<file path="src/rtl/clint_pkg.sv">
// Shared definitions for the core-local interruptor: register offsets,
// reset constants, request encodings and small decode/merge helpers.
package clint_pkg;

  // Register offsets within the 64 KiB CLINT window (word aligned).
  localparam logic [15:0] CLINT_MSIP        = 16'h0000;
  localparam logic [15:0] CLINT_MTIMECMP_LO = 16'h4000;
  localparam logic [15:0] CLINT_MTIMECMP_HI = 16'h4004;
  localparam logic [15:0] CLINT_MTIME_LO    = 16'hBFF8;
  localparam logic [15:0] CLINT_MTIME_HI    = 16'hBFFC;

  // mtimecmp resets to all ones so the timer interrupt stays quiet until
  // software programs a real deadline.
  localparam logic [63:0] MTIMECMP_RST = 64'hFFFF_FFFF_FFFF_FFFF;

  // Encoding of the req_mode bit.
  typedef enum logic {
    REQ_READ  = 1'b0,
    REQ_WRITE = 1'b1
  } req_mode_e;

  // One-hot-free register select produced by the address decoder.
  typedef enum logic [2:0] {
    SEL_NONE,
    SEL_MSIP,
    SEL_CMP_LO,
    SEL_CMP_HI,
    SEL_MT_LO,
    SEL_MT_HI
  } reg_sel_e;

  // Map a word address (byte address bits [15:2]) onto a register select.
  function automatic reg_sel_e decode_offset(input logic [13:0] word_addr);
    logic [15:0] offset;
    offset = {word_addr, 2'b00};
    case (offset)
      CLINT_MSIP:        return SEL_MSIP;
      CLINT_MTIMECMP_LO: return SEL_CMP_LO;
      CLINT_MTIMECMP_HI: return SEL_CMP_HI;
      CLINT_MTIME_LO:    return SEL_MT_LO;
      CLINT_MTIME_HI:    return SEL_MT_HI;
      default:           return SEL_NONE;
    endcase
  endfunction

  // Byte-lane merge of write data into an existing 32-bit register value.
  function automatic logic [31:0] merge_bytes(input logic [31:0] old_val,
                                              input logic [31:0] wdata,
                                              input logic [3:0]  wstrb);
    logic [31:0] res;
    res = old_val;
    for (int b = 0; b < 4; b++) begin
      if (wstrb[b]) res[8*b +: 8] = wdata[8*b +: 8];
    end
    return res;
  endfunction

endpackage

</file>
<file path="src/rtl/clint_tick_gen.sv">
// Prescaler for the mtime counter: emits a one-cycle tick every TICK_DIV
// clocks. With TICK_DIV = 1 the tick is asserted every cycle.
module clint_tick_gen #(
  parameter int unsigned TICK_DIV = 1
) (
  input  logic clk,
  input  logic rstn,
  output logic tick
);

  // Counter width; a 1-bit counter is kept even when TICK_DIV = 1.
  localparam int unsigned W = (TICK_DIV > 1) ? $clog2(TICK_DIV) : 1;
  localparam logic [W-1:0] LAST = W'(TICK_DIV - 1);

  logic [W-1:0] r_cnt;
  logic         w_last;

  assign w_last = (r_cnt == LAST);
  assign tick   = w_last;

  // Prescaler: counts 0..TICK_DIV-1 and wraps on the tick cycle.
  // NOTE: state flops use non-blocking assignments so every flop samples
  // pre-edge values regardless of process evaluation order.
  always_ff @(posedge clk or negedge rstn) begin
    if (!rstn) begin
      r_cnt <= '0;
    end else if (w_last) begin
      r_cnt <= '0;
    end else begin
      r_cnt <= r_cnt + W'(1);
    end
  end

endmodule

</file>
<file path="src/rtl/clint.sv">
// Core-local interruptor: owns mtime, mtimecmp and msip, answers a simple
// one-cycle request/response register bus and drives the core's timer and
// software interrupt lines plus the full 64-bit time value.
module clint
  import clint_pkg::*;
#(
  parameter int unsigned TICK_DIV = 1
) (
  input  logic        clk,
  input  logic        rstn,
  input  logic        request_enable,
  input  logic        req_mode,
  input  logic [31:0] req_addr,
  input  logic [31:0] req_wdata,
  input  logic [3:0]  req_wstrb,
  output logic        response_enable,
  output logic [31:0] resp_data,
  output logic        timer_intr,
  output logic        soft_intr,
  output logic [63:0] time_full
);

  // Architectural state.
  logic [63:0] r_mtime;
  logic [63:0] r_mtimecmp;
  logic        r_msip;
  logic        r_timer_intr;
  logic        r_resp_en;
  logic [31:0] r_resp_data;

  // Decode and next-state signals.
  logic        w_tick;
  reg_sel_e    w_sel;
  logic        w_wr;
  logic        w_rd;
  logic        w_mtime_wr;
  logic [31:0] w_rd_data;
  logic [63:0] w_mtime_nxt;
  logic [63:0] w_mtimecmp_nxt;
  logic        w_msip_nxt;

  // Address bits outside the decoded window are deliberately ignored.
  logic        w_unused_addr;
  assign w_unused_addr = ^{req_addr[31:16], req_addr[1:0]};

  clint_tick_gen #(
    .TICK_DIV (TICK_DIV)
  ) u_tick_gen (
    .clk  (clk),
    .rstn (rstn),
    .tick (w_tick)
  );

  assign w_sel = decode_offset(req_addr[15:2]);
  assign w_wr  = request_enable && (req_mode_e'(req_mode) == REQ_WRITE);
  assign w_rd  = request_enable && (req_mode_e'(req_mode) == REQ_READ);

  // An mtime write with no enabled byte lanes changes nothing, so it also
  // does not suppress the tick.
  assign w_mtime_wr = w_wr && (|req_wstrb) &&
                      ((w_sel == SEL_MT_LO) || (w_sel == SEL_MT_HI));

  // Read mux: current register contents, before any same-edge update.
  // NOTE: every combinational output gets a default first so no path
  // through the block leaves it unassigned and infers a latch.
  always_comb begin
    w_rd_data = '0;
    case (w_sel)
      SEL_MSIP:   w_rd_data = {31'b0, r_msip};
      SEL_CMP_LO: w_rd_data = r_mtimecmp[31:0];
      SEL_CMP_HI: w_rd_data = r_mtimecmp[63:32];
      SEL_MT_LO:  w_rd_data = r_mtime[31:0];
      SEL_MT_HI:  w_rd_data = r_mtime[63:32];
      default:    w_rd_data = '0;
    endcase
  end

  // mtime next state: a software write owns the cycle (written half takes
  // the merged data, the other half holds); otherwise a tick increments
  // the full 64-bit value with carry across halves.
  always_comb begin
    w_mtime_nxt = r_mtime;
    if (w_mtime_wr) begin
      if (w_sel == SEL_MT_LO) begin
        w_mtime_nxt[31:0] = merge_bytes(r_mtime[31:0], req_wdata, req_wstrb);
      end else begin
        w_mtime_nxt[63:32] = merge_bytes(r_mtime[63:32], req_wdata, req_wstrb);
      end
    end else if (w_tick) begin
      w_mtime_nxt = r_mtime + 64'd1;
    end
  end

  // mtimecmp and msip next state from byte-merged writes.
  always_comb begin
    w_mtimecmp_nxt = r_mtimecmp;
    w_msip_nxt     = r_msip;
    if (w_wr) begin
      case (w_sel)
        SEL_CMP_LO: w_mtimecmp_nxt[31:0]  =
                      merge_bytes(r_mtimecmp[31:0], req_wdata, req_wstrb);
        SEL_CMP_HI: w_mtimecmp_nxt[63:32] =
                      merge_bytes(r_mtimecmp[63:32], req_wdata, req_wstrb);
        SEL_MSIP:   if (req_wstrb[0]) w_msip_nxt = req_wdata[0];
        default:    ;
      endcase
    end
  end

  // Register file plus the timer compare, which looks at next-state values
  // so timer_intr lines up with the mtime/mtimecmp flops it reflects.
  // NOTE: all state here is a handful of control flops, so every one gets
  // an explicit reset value.
  always_ff @(posedge clk or negedge rstn) begin
    if (!rstn) begin
      r_mtime      <= '0;
      r_mtimecmp   <= MTIMECMP_RST;
      r_msip       <= 1'b0;
      r_timer_intr <= 1'b0;
    end else begin
      r_mtime      <= w_mtime_nxt;
      r_mtimecmp   <= w_mtimecmp_nxt;
      r_msip       <= w_msip_nxt;
      r_timer_intr <= (w_mtime_nxt >= w_mtimecmp_nxt);
    end
  end

  // Response stage: one pulse per accepted request, data only for reads.
  always_ff @(posedge clk or negedge rstn) begin
    if (!rstn) begin
      r_resp_en   <= 1'b0;
      r_resp_data <= '0;
    end else begin
      r_resp_en   <= request_enable;
      r_resp_data <= w_rd ? w_rd_data : '0;
    end
  end

  assign response_enable = r_resp_en;
  assign resp_data       = r_resp_data;
  assign timer_intr      = r_timer_intr;
  assign soft_intr       = r_msip;
  assign time_full       = r_mtime;

endmodule

</file>
<file path="config.mk">
export PLATFORM = sky130hd
export DESIGN_NAME = clint
export DESIGN_NICKNAME = d
export VERILOG_FILES = /design/src/rtl/clint_pkg.sv /design/src/rtl/clint_tick_gen.sv /design/src/rtl/clint.sv
export SDC_FILE = /design/constraint.sdc
export NUM_CORES = 1
export LEC_CHECK = 0
export CAP_MARGIN = 10
export CELL_PAD_IN_SITES_DETAIL_PLACEMENT = 1
export CELL_PAD_IN_SITES_GLOBAL_PLACEMENT = 1
export CORE_AREA = 2 2 171 173
export CTS_CLUSTER_SIZE = 20
export DETAILED_ROUTE_END_ITERATION = 12
export DIE_AREA = 0 0 173 175
export GPL_TIMING_DRIVEN = 0
export PLACE_DENSITY_LB_ADDON = 0.1
export RECOVER_POWER = 50
export SYNTH_ARGS = -nofsm -noshare
export SYNTH_HDL_FRONTEND = slang
export SYNTH_SLANG_ARGS = --single-unit
</file>
<file path="constraint.sdc">
create_clock -name clk -period 3 [get_ports clk]
set_input_delay 0.45 -clock clk [delete_from_list [all_inputs] [get_ports clk]]
set_output_delay 0.45 -clock clk [all_outputs]
set_load 0.05 [all_outputs]
</file>
==> summary.md <==
| Metric | Value |
|---|---|
| Status | `finished with violations` |
| Failing checks | `capacitance limit, slew limit, setup timing` |
| WL final | `41600 um` |
| DRC violation count after routing | `0` |
| GRT Overall Usage | `0.276` |
| Data arrival time of the critical path | `4040 ps` |
| FMAX | `269 MHz` |
| Max Used Layer | `met4` |
| Worst hold path type | `input port to register` |
| Nets | `1444` |
| Maximum clock path buffer count | `2` |
| Rows | `62` |
| Final min period | `3710 ps` |
| Cell area after layout | `14600 sq um` |
| Fin. max-slew vios | `80` |
| Post-DP Area | `12700 sq um` |
| #FFs+latches synth | `163` |
| Clock Skew | `19.3 ps` |
| Top-Level Pins | `171` |
| Post-synthesis simple-gate area fraction | `0.188` |
| Largest net degree at the start of global routing | `86` |
| Routed WL per cell | `24.4 um` |
| Met2 Wirelength | `19500 um` |
| Fin crit share | `1.24` |
| Post-Syn Area per Cell | `10.1 sq um` |
| Compound-cell area share of the yosys netlist | `0.151` |
| Hold Slack | `303 ps` |
| Share of post-route cells with drive strength above 1 | `0.302` |
| Worst Setup Path Type | `input port to register` |
| Total CTS buffers | `17` |
| Clock transition at path regs | `80 ps` |
| Critical path origin | `req_wstrb[2]` |
| Rel. slew slack | `-0.400` |
| IO Port Bufs | `149` |
| Slew @ Worst Pin | `2100 ps` |
| Max cap viols | `1` |
| Root Buffer | `clkbuf_16` |
| Adder-cell share of the synthesized area | `0.0763` |
| RSZ-0062 raised after global routing | `yes` |
| DR pass1 iterations | `5` |
| GPL Wtd Cong | `0.883` |
| Clock sinks | `163` |
| Antenna violations before repair | `2` |
| Starting density of the core | `0.375` |
| Post-synthesis sequential area ratio | `0.390` |
| Wl on met1 | `18600 um` |
| Async SR Flop Fraction | `1.00` |
| Pwr Density | `361 nW/um^2` |
| Post-synth EDFFs | `0` |
| GRT Residual Overflow | `0` |
| Final worst-path setup slack | `-714 ps` |
| Worst path cell trace | `dlygate4sd2_1, o41ai_4, buf_4, nor2_4, buf_12, buf_16, nor2_2, a311oi_2, a211oi_2, ha_1, a21oi_1, o21ai_2, a221oi_2, o21ai_2, a211oi_2, nor2_1` |
| Total power | `5250 uW` |
| Routed met3 length | `2290 um` |
| First-pass GRT wire length | `63900 um` |
| Static leakage | `0.00605 uW` |
| WP buf/inv | `4` |
| Via-to-Cell Ratio | `5.90` |
| Critical path launch point type | `input port` |
| Crit Path Max Fanout | `8` |
| CP Capture Type | `register` |
| Hold_buf cts | `0` |
| Reg2Reg Launch Point | `time_full[0]$_DFF_PN0_` |
| Top Family by Delay on Critical Path | `compound AO/OA/AOI/OAI gates` |
| CTS tree | `done` |
| Post-Synth XOR/XNOR Area | `0.000822` |
| Mux contribution to synthesized area | `0.146` |
| Die Wd | `173 um` |
| Post-DRT Antenna Nets | `0` |
| Main combinational cell family by area after synthesis | `simple AND/OR/NAND/NOR gates` |
| Max incr delay on CP | `430 ps` |
| H-Tree Depth | `4` |
| Worst VDD drop | `0.271 mV` |
| Worst EP required | `3320 ps` |
| Yosys warns | `0` |
| DR iter-0 viols | `642` |
| HPWL after detailed placement | `29800 um` |
| Slowest cell on the critical path | `dlygate4sd2_1` |
| Post-synthesis cell area | `10700 sq um` |
| Syn Nets | `1193` |
| Final hold vios | `0` |
| Core area | `28400 sq um` |
| Total number of vias | `10100` |
| Final setup viols | `1` |
| Vias in the first global route | `10600` |
| Hold Crit Start | `request_enable` |
| Main flop type after synthesis | `dfrtp_1` |
| Area delta synth->final | `36.6%` |
| Area of the die | `30300 sq um` |
| Clock Latency Late Sink | `450 ps` |
| Netlist cell types | `79` |
| Synth Instances | `1056` |
| Vert. Die Dim | `175 um` |
==> sequential cells by signal, summed over array words and instances (netlist names) <==
register and flops:
soft_intr 1, timer_intr 1, time_full 64, r_mtimecmp 64
response_enable 1, resp_data 32
==> final timing paths <==
path,endpoint,slack (ps),cells past startpoint
worst max-delay path,timer_intr$_DFF_PN0_,-710,16
worst min-delay path,response_enable$_DFF_PN0_,300,1
worst max register to register,timer_intr$_DFF_PN0_,-640,18
worst min register to register,soft_intr$_DFFE_PN0P_,560,1
max in group asynchronous,time_full[19]$_DFF_PN0_,90,2
min in group asynchronous,resp_data[7]$_DFF_PN0_,590,1
==> kinds of logic after synthesis <==
logic type / count (synthesis)
flip-flops: 163
AND/OR/NAND/NOR: 347
AO/OA/AOI/OAI: 228
adder cells (fa/ha/maj): 65
XOR/XNOR: 1
buffers and inverters: 101
multiplexers: 151
==> metrics by stage <==
| stage | setup TNS, ps | setup slack (ps) | utilization | std cells |
|---|---|---|---|---|
| 6_report | -714 | -714 | 0.513 | 1706 |
| 5_1_grt | -23060 | -770 | 0.513 | 1706 |
| 4_1_cts | -590 | -590 | 0.509 | 1699 |
| 3_5_place_dp | -27970 | -2330 | 0.449 | 1591 |
| 3_3_place_gp | -822360 | -6320 | 0.447 | 1589 |
| 2_1_floorplan | -490 | -490 | - | 1056 |
==> cell type report <==
type	count	area, sq um
fillers	3124	13800
multi-input cells	792	6600
flip-flops and latches	163	4200
repair buffers	235	2110
well taps	384	480
clock buffers	19	443
plain buffers	48	423
inverters	50	188
clock inverters	13	114
diodes	2	5.00
==> where the power goes <==
part	switching, uW	internal [uW]
Sequential	65.1	2250
Combinational	485	288
Clock	1060	1110
Total	1610	3650
==> layout by cell type, fill, tap and decap left out, types with 11 or more instances in the layout <==
cell	synthesis	routed
buf_6	8	13
dfrtp_1	99	69
ha_1	65	63
a31oi_1	12	11
nand2_1	62	59
nand4_1	25	25
buf_2	16	17
nor4_4	3	11
clkbuf_16	0	18
o211ai_1	11	11
buf_4	5	86
clkbuf_1	18	13
clkdlybuf4s50_1	0	130
and2_1	47	44
mux2i_1	113	113
a211oi_1	22	12
o21ai_0	30	19
nor2_1	63	60
mux2_1	6	16
a21oi_1	40	30
dfstp_2	64	64
o22ai_1	36	36
and3_1	26	24
nand3_1	27	22
dfrtp_2	0	30
inv_1	50	50
a211oi_2	1	11
nor3_1	24	15
mux2_2	32	22
==> Yosys cell counts (6+ instances only) <==
master    number  area, sq um
a31oi_1       12         75.1
o22ai_1       36          225
mux2_1         6         67.6
inv_1         50          188
a221oi_1       7         61.3
nand2_1       62          233
dfstp_2       64         1680
o221a_2        7         78.8
a21oi_1       40          200
buf_2         16         80.1
nand2b_1       8         50.1
mux2i_1      113         1130
buf_6          8         90.1
a211oi_1      22          165
and2_1        47          294
mux2_2        32          360
and3_1        26          163
ha_1          65          813
o21ai_0       30          150
a21o_1         7         52.6
dfrtp_1       99         2480
nand4_1       25          156
or3_1          6         37.5
nor2_1        63          236
and4_1        10         87.6
nor3_1        24          120
o211ai_1      11         82.6
nor4_1         8         50.1
clkbuf_1      18         67.6
nand3_1       27          135
a311oi_1      16          140
==> layer usage <==
layer,up-vias,track usage
met5,-,0
met4,0,0.101
li1,4516,-
met1,5128,0.374
met3,71,0.0422
met2,355,0.447
==> worst register-to-register path: cells and delay by family (launching register included) <==
family                   cells  cell delay (ps)
adder cells (fa/ha/maj)      2              350
buffers and inverters        7              930
flip-flops                   1              400
AND/OR/NAND/NOR              4              680
AO/OA/AOI/OAI                5             1150
==> what timing repair did <==
action / 4_1_cts / 5_1_grt
setup endpoints to repair: 2 / 1
resized for setup: 187 / 31
pin swaps: 49 / 18
setup buffers: 78 / 5
cloned: 1 / 0
(Power assumes the default switching activity.)
==> RTL change (config.mk and constraints unchanged) <==
Register the output `timer_intr` once more, cleared by the reset; this adds one clock of latency there. The other outputs are not delayed to match.
--- a/src/rtl/clint.sv
+++ b/src/rtl/clint.sv
@@ -140,3 +140,9 @@
   assign resp_data       = r_resp_data;
-  assign timer_intr      = r_timer_intr;
+  always_ff @(posedge clk or negedge rstn) begin
+    if (!rstn) begin
+      timer_intr <= '0;
+    end else begin
+      timer_intr <= r_timer_intr;
+    end
+  end
   assign soft_intr       = r_msip;
Function: changed (a bounded check fails within 4 cycles, from zero or initial values and one cycle with rstn low).
==> RTL change against the original RTL <==
- design area about the same
- area after synthesis up 0.23%
- power grew 5.6%
- combinational power up 8.2%
- worst setup slack gained 35 ps
- sequential cell count is 1 higher
- critical endpoint is now r_timer_intr
- critical path type unchanged
- clock skew down 4.6 ps
- fmax up 0.96%
- the flow still finishes with violations (capacitance limit, slew limit, setup timing)
- wire length grew 1.1%
==> RTL change: results (changes against the original RTL) <==
metric,value,unit,change
RD Place Congestion,0.883,,about the same
CP max-delay cell,or4_4,,was dlygate4sd2_1
worst r2r dst,r_timer_intr,,was timer_intr
vias in the first global route,10619,,was 10606
Worst-Margin Slew,2220,ps,was 2100 ps
# Max-Cap Violations,1,,unchanged
Detailed Route WL,42000,um,was 41600 um
"Setup violations, final",1,,unchanged
reg-to-reg startpoint,time_full[43],,was time_full[0]
initial drt markers,572,,was 642
Final Non-Filler Cells,1710,,was 1706
VDD IR max,0.000364,V,was 0.000271 V
Post-Route Skew,14.6,ps,was 19.3 ps
setup ws final,-678,ps,was -714 ps
layout cell share with drive strength beyond 1,28.4,%,was 30.2%
post-synthesis sequential area ratio,39.2,%,was 39.0%
Reg2Reg Depth,13,,was 18
reg2reg setup slack,-610,ps,was -640 ps
dpl hpwl,29700,um,was 29800 um
GRT Overall Usage,28.3,%,was 27.6%
failing checks,"capacitance limit, slew limit, setup timing",,unchanged
largest cells by area after synthesis,"dfrtp_1 (23%), dfstp_2 (16%), mux2i_1 (11%)",,unchanged
Pins Over Slew Limit,85,,was 80
first-pass GRT wire length,65600,um,was 63900 um
syn nets,1194,,was 1193
CP Launch Point,req_addr[13],,was req_wstrb[2]
Nets,1447,,was 1444
number of buffers created by CTS,17,,unchanged
leakage power,6.13,nW,was 6.05 nW
"Avg Cell Area, Syn",10.1,um^2,about the same
status,finished with violations,,unchanged
Synth top cells by count,"mux2i_1 (113), dfrtp_1 (100), ha_1 (65)",,"was mux2i_1 (113), dfrtp_1 (99), ha_1 (65)"
Hold Slack,350,ps,was 303 ps
pin count of the biggest net entering global routing,85,,was 86
RTL change: final cells by class:
cell class | instances | area (um^2)
clock buffer | 21 | 470
timing repair buffer | 239 | 2160
inverter | 50 | 190
sequential | 164 | 4220
clock inverter | 11 | 150
fill | 3176 | 13800
multi-input combinational | 792 | 6490
tap | 384 | 480
antenna | 3 | 7.51
buffer | 46 | 408
RTL change: worst register-to-register path, delay by kind of cell, from the launching register on:
kind                     cells  cell delay [ps]
adder cells (fa/ha/maj)      1              310
flip-flops                   1              410
buffers and inverters        1              170
AO/OA/AOI/OAI                5             1000
AND/OR/NAND/NOR              6             1600
RTL change: power breakdown:
group	switching, mW	internal (mW)	total (mW)
sequential	0.0618	2.26	2.32
combinational	0.508	0.328	0.836
clock	1.01	1.38	2.39
RTL change: what timing repair did:
item                                    4_1_cts  5_1_grt
endpoints found under the setup margin        2        1
cloned                                        0        0
pin swaps                                    55        0
resized for setup                           190        5
buffers inserted                             88        0
RTL change: logic make-up after synthesis:
logic type / Yosys count / synth area share, %
buf+inv: 101 / 4.79
xor+xnor: 1 / 0.0820
compound gates: 228 / 15.0
simple gates: 347 / 18.7
fa+ha+maj: 65 / 7.61
flops: 164 / 39.2
mux: 151 / 14.6
RTL change: layer usage:
metal / GRT usage [%] / part of all wire (%) / vias to the layer above
met3: 6.24 / 5.6 / 57
li1: - / - / 4527
met5: 0 / 0 / -
met1: 38.1 / 45 / 5150
met2: 45.6 / 46 / 286
met4: 8.51 / 2.6 / 0
RTL change: per-stage QoR:
step                      total power, mW  instance area (um^2)  setup slack (ps)  setup TNS, ps
after floorplan                      2.72                 10700              -490           -490
after global placement               3.05                 12700             -6440        -842960
after detailed placement             3.07                 12800             -2510         -29360
after CTS                            5.58                 14600              -534           -534
after global routing                 5.74                 14600              -835         -11450
final                                5.55                 14600              -678           -678
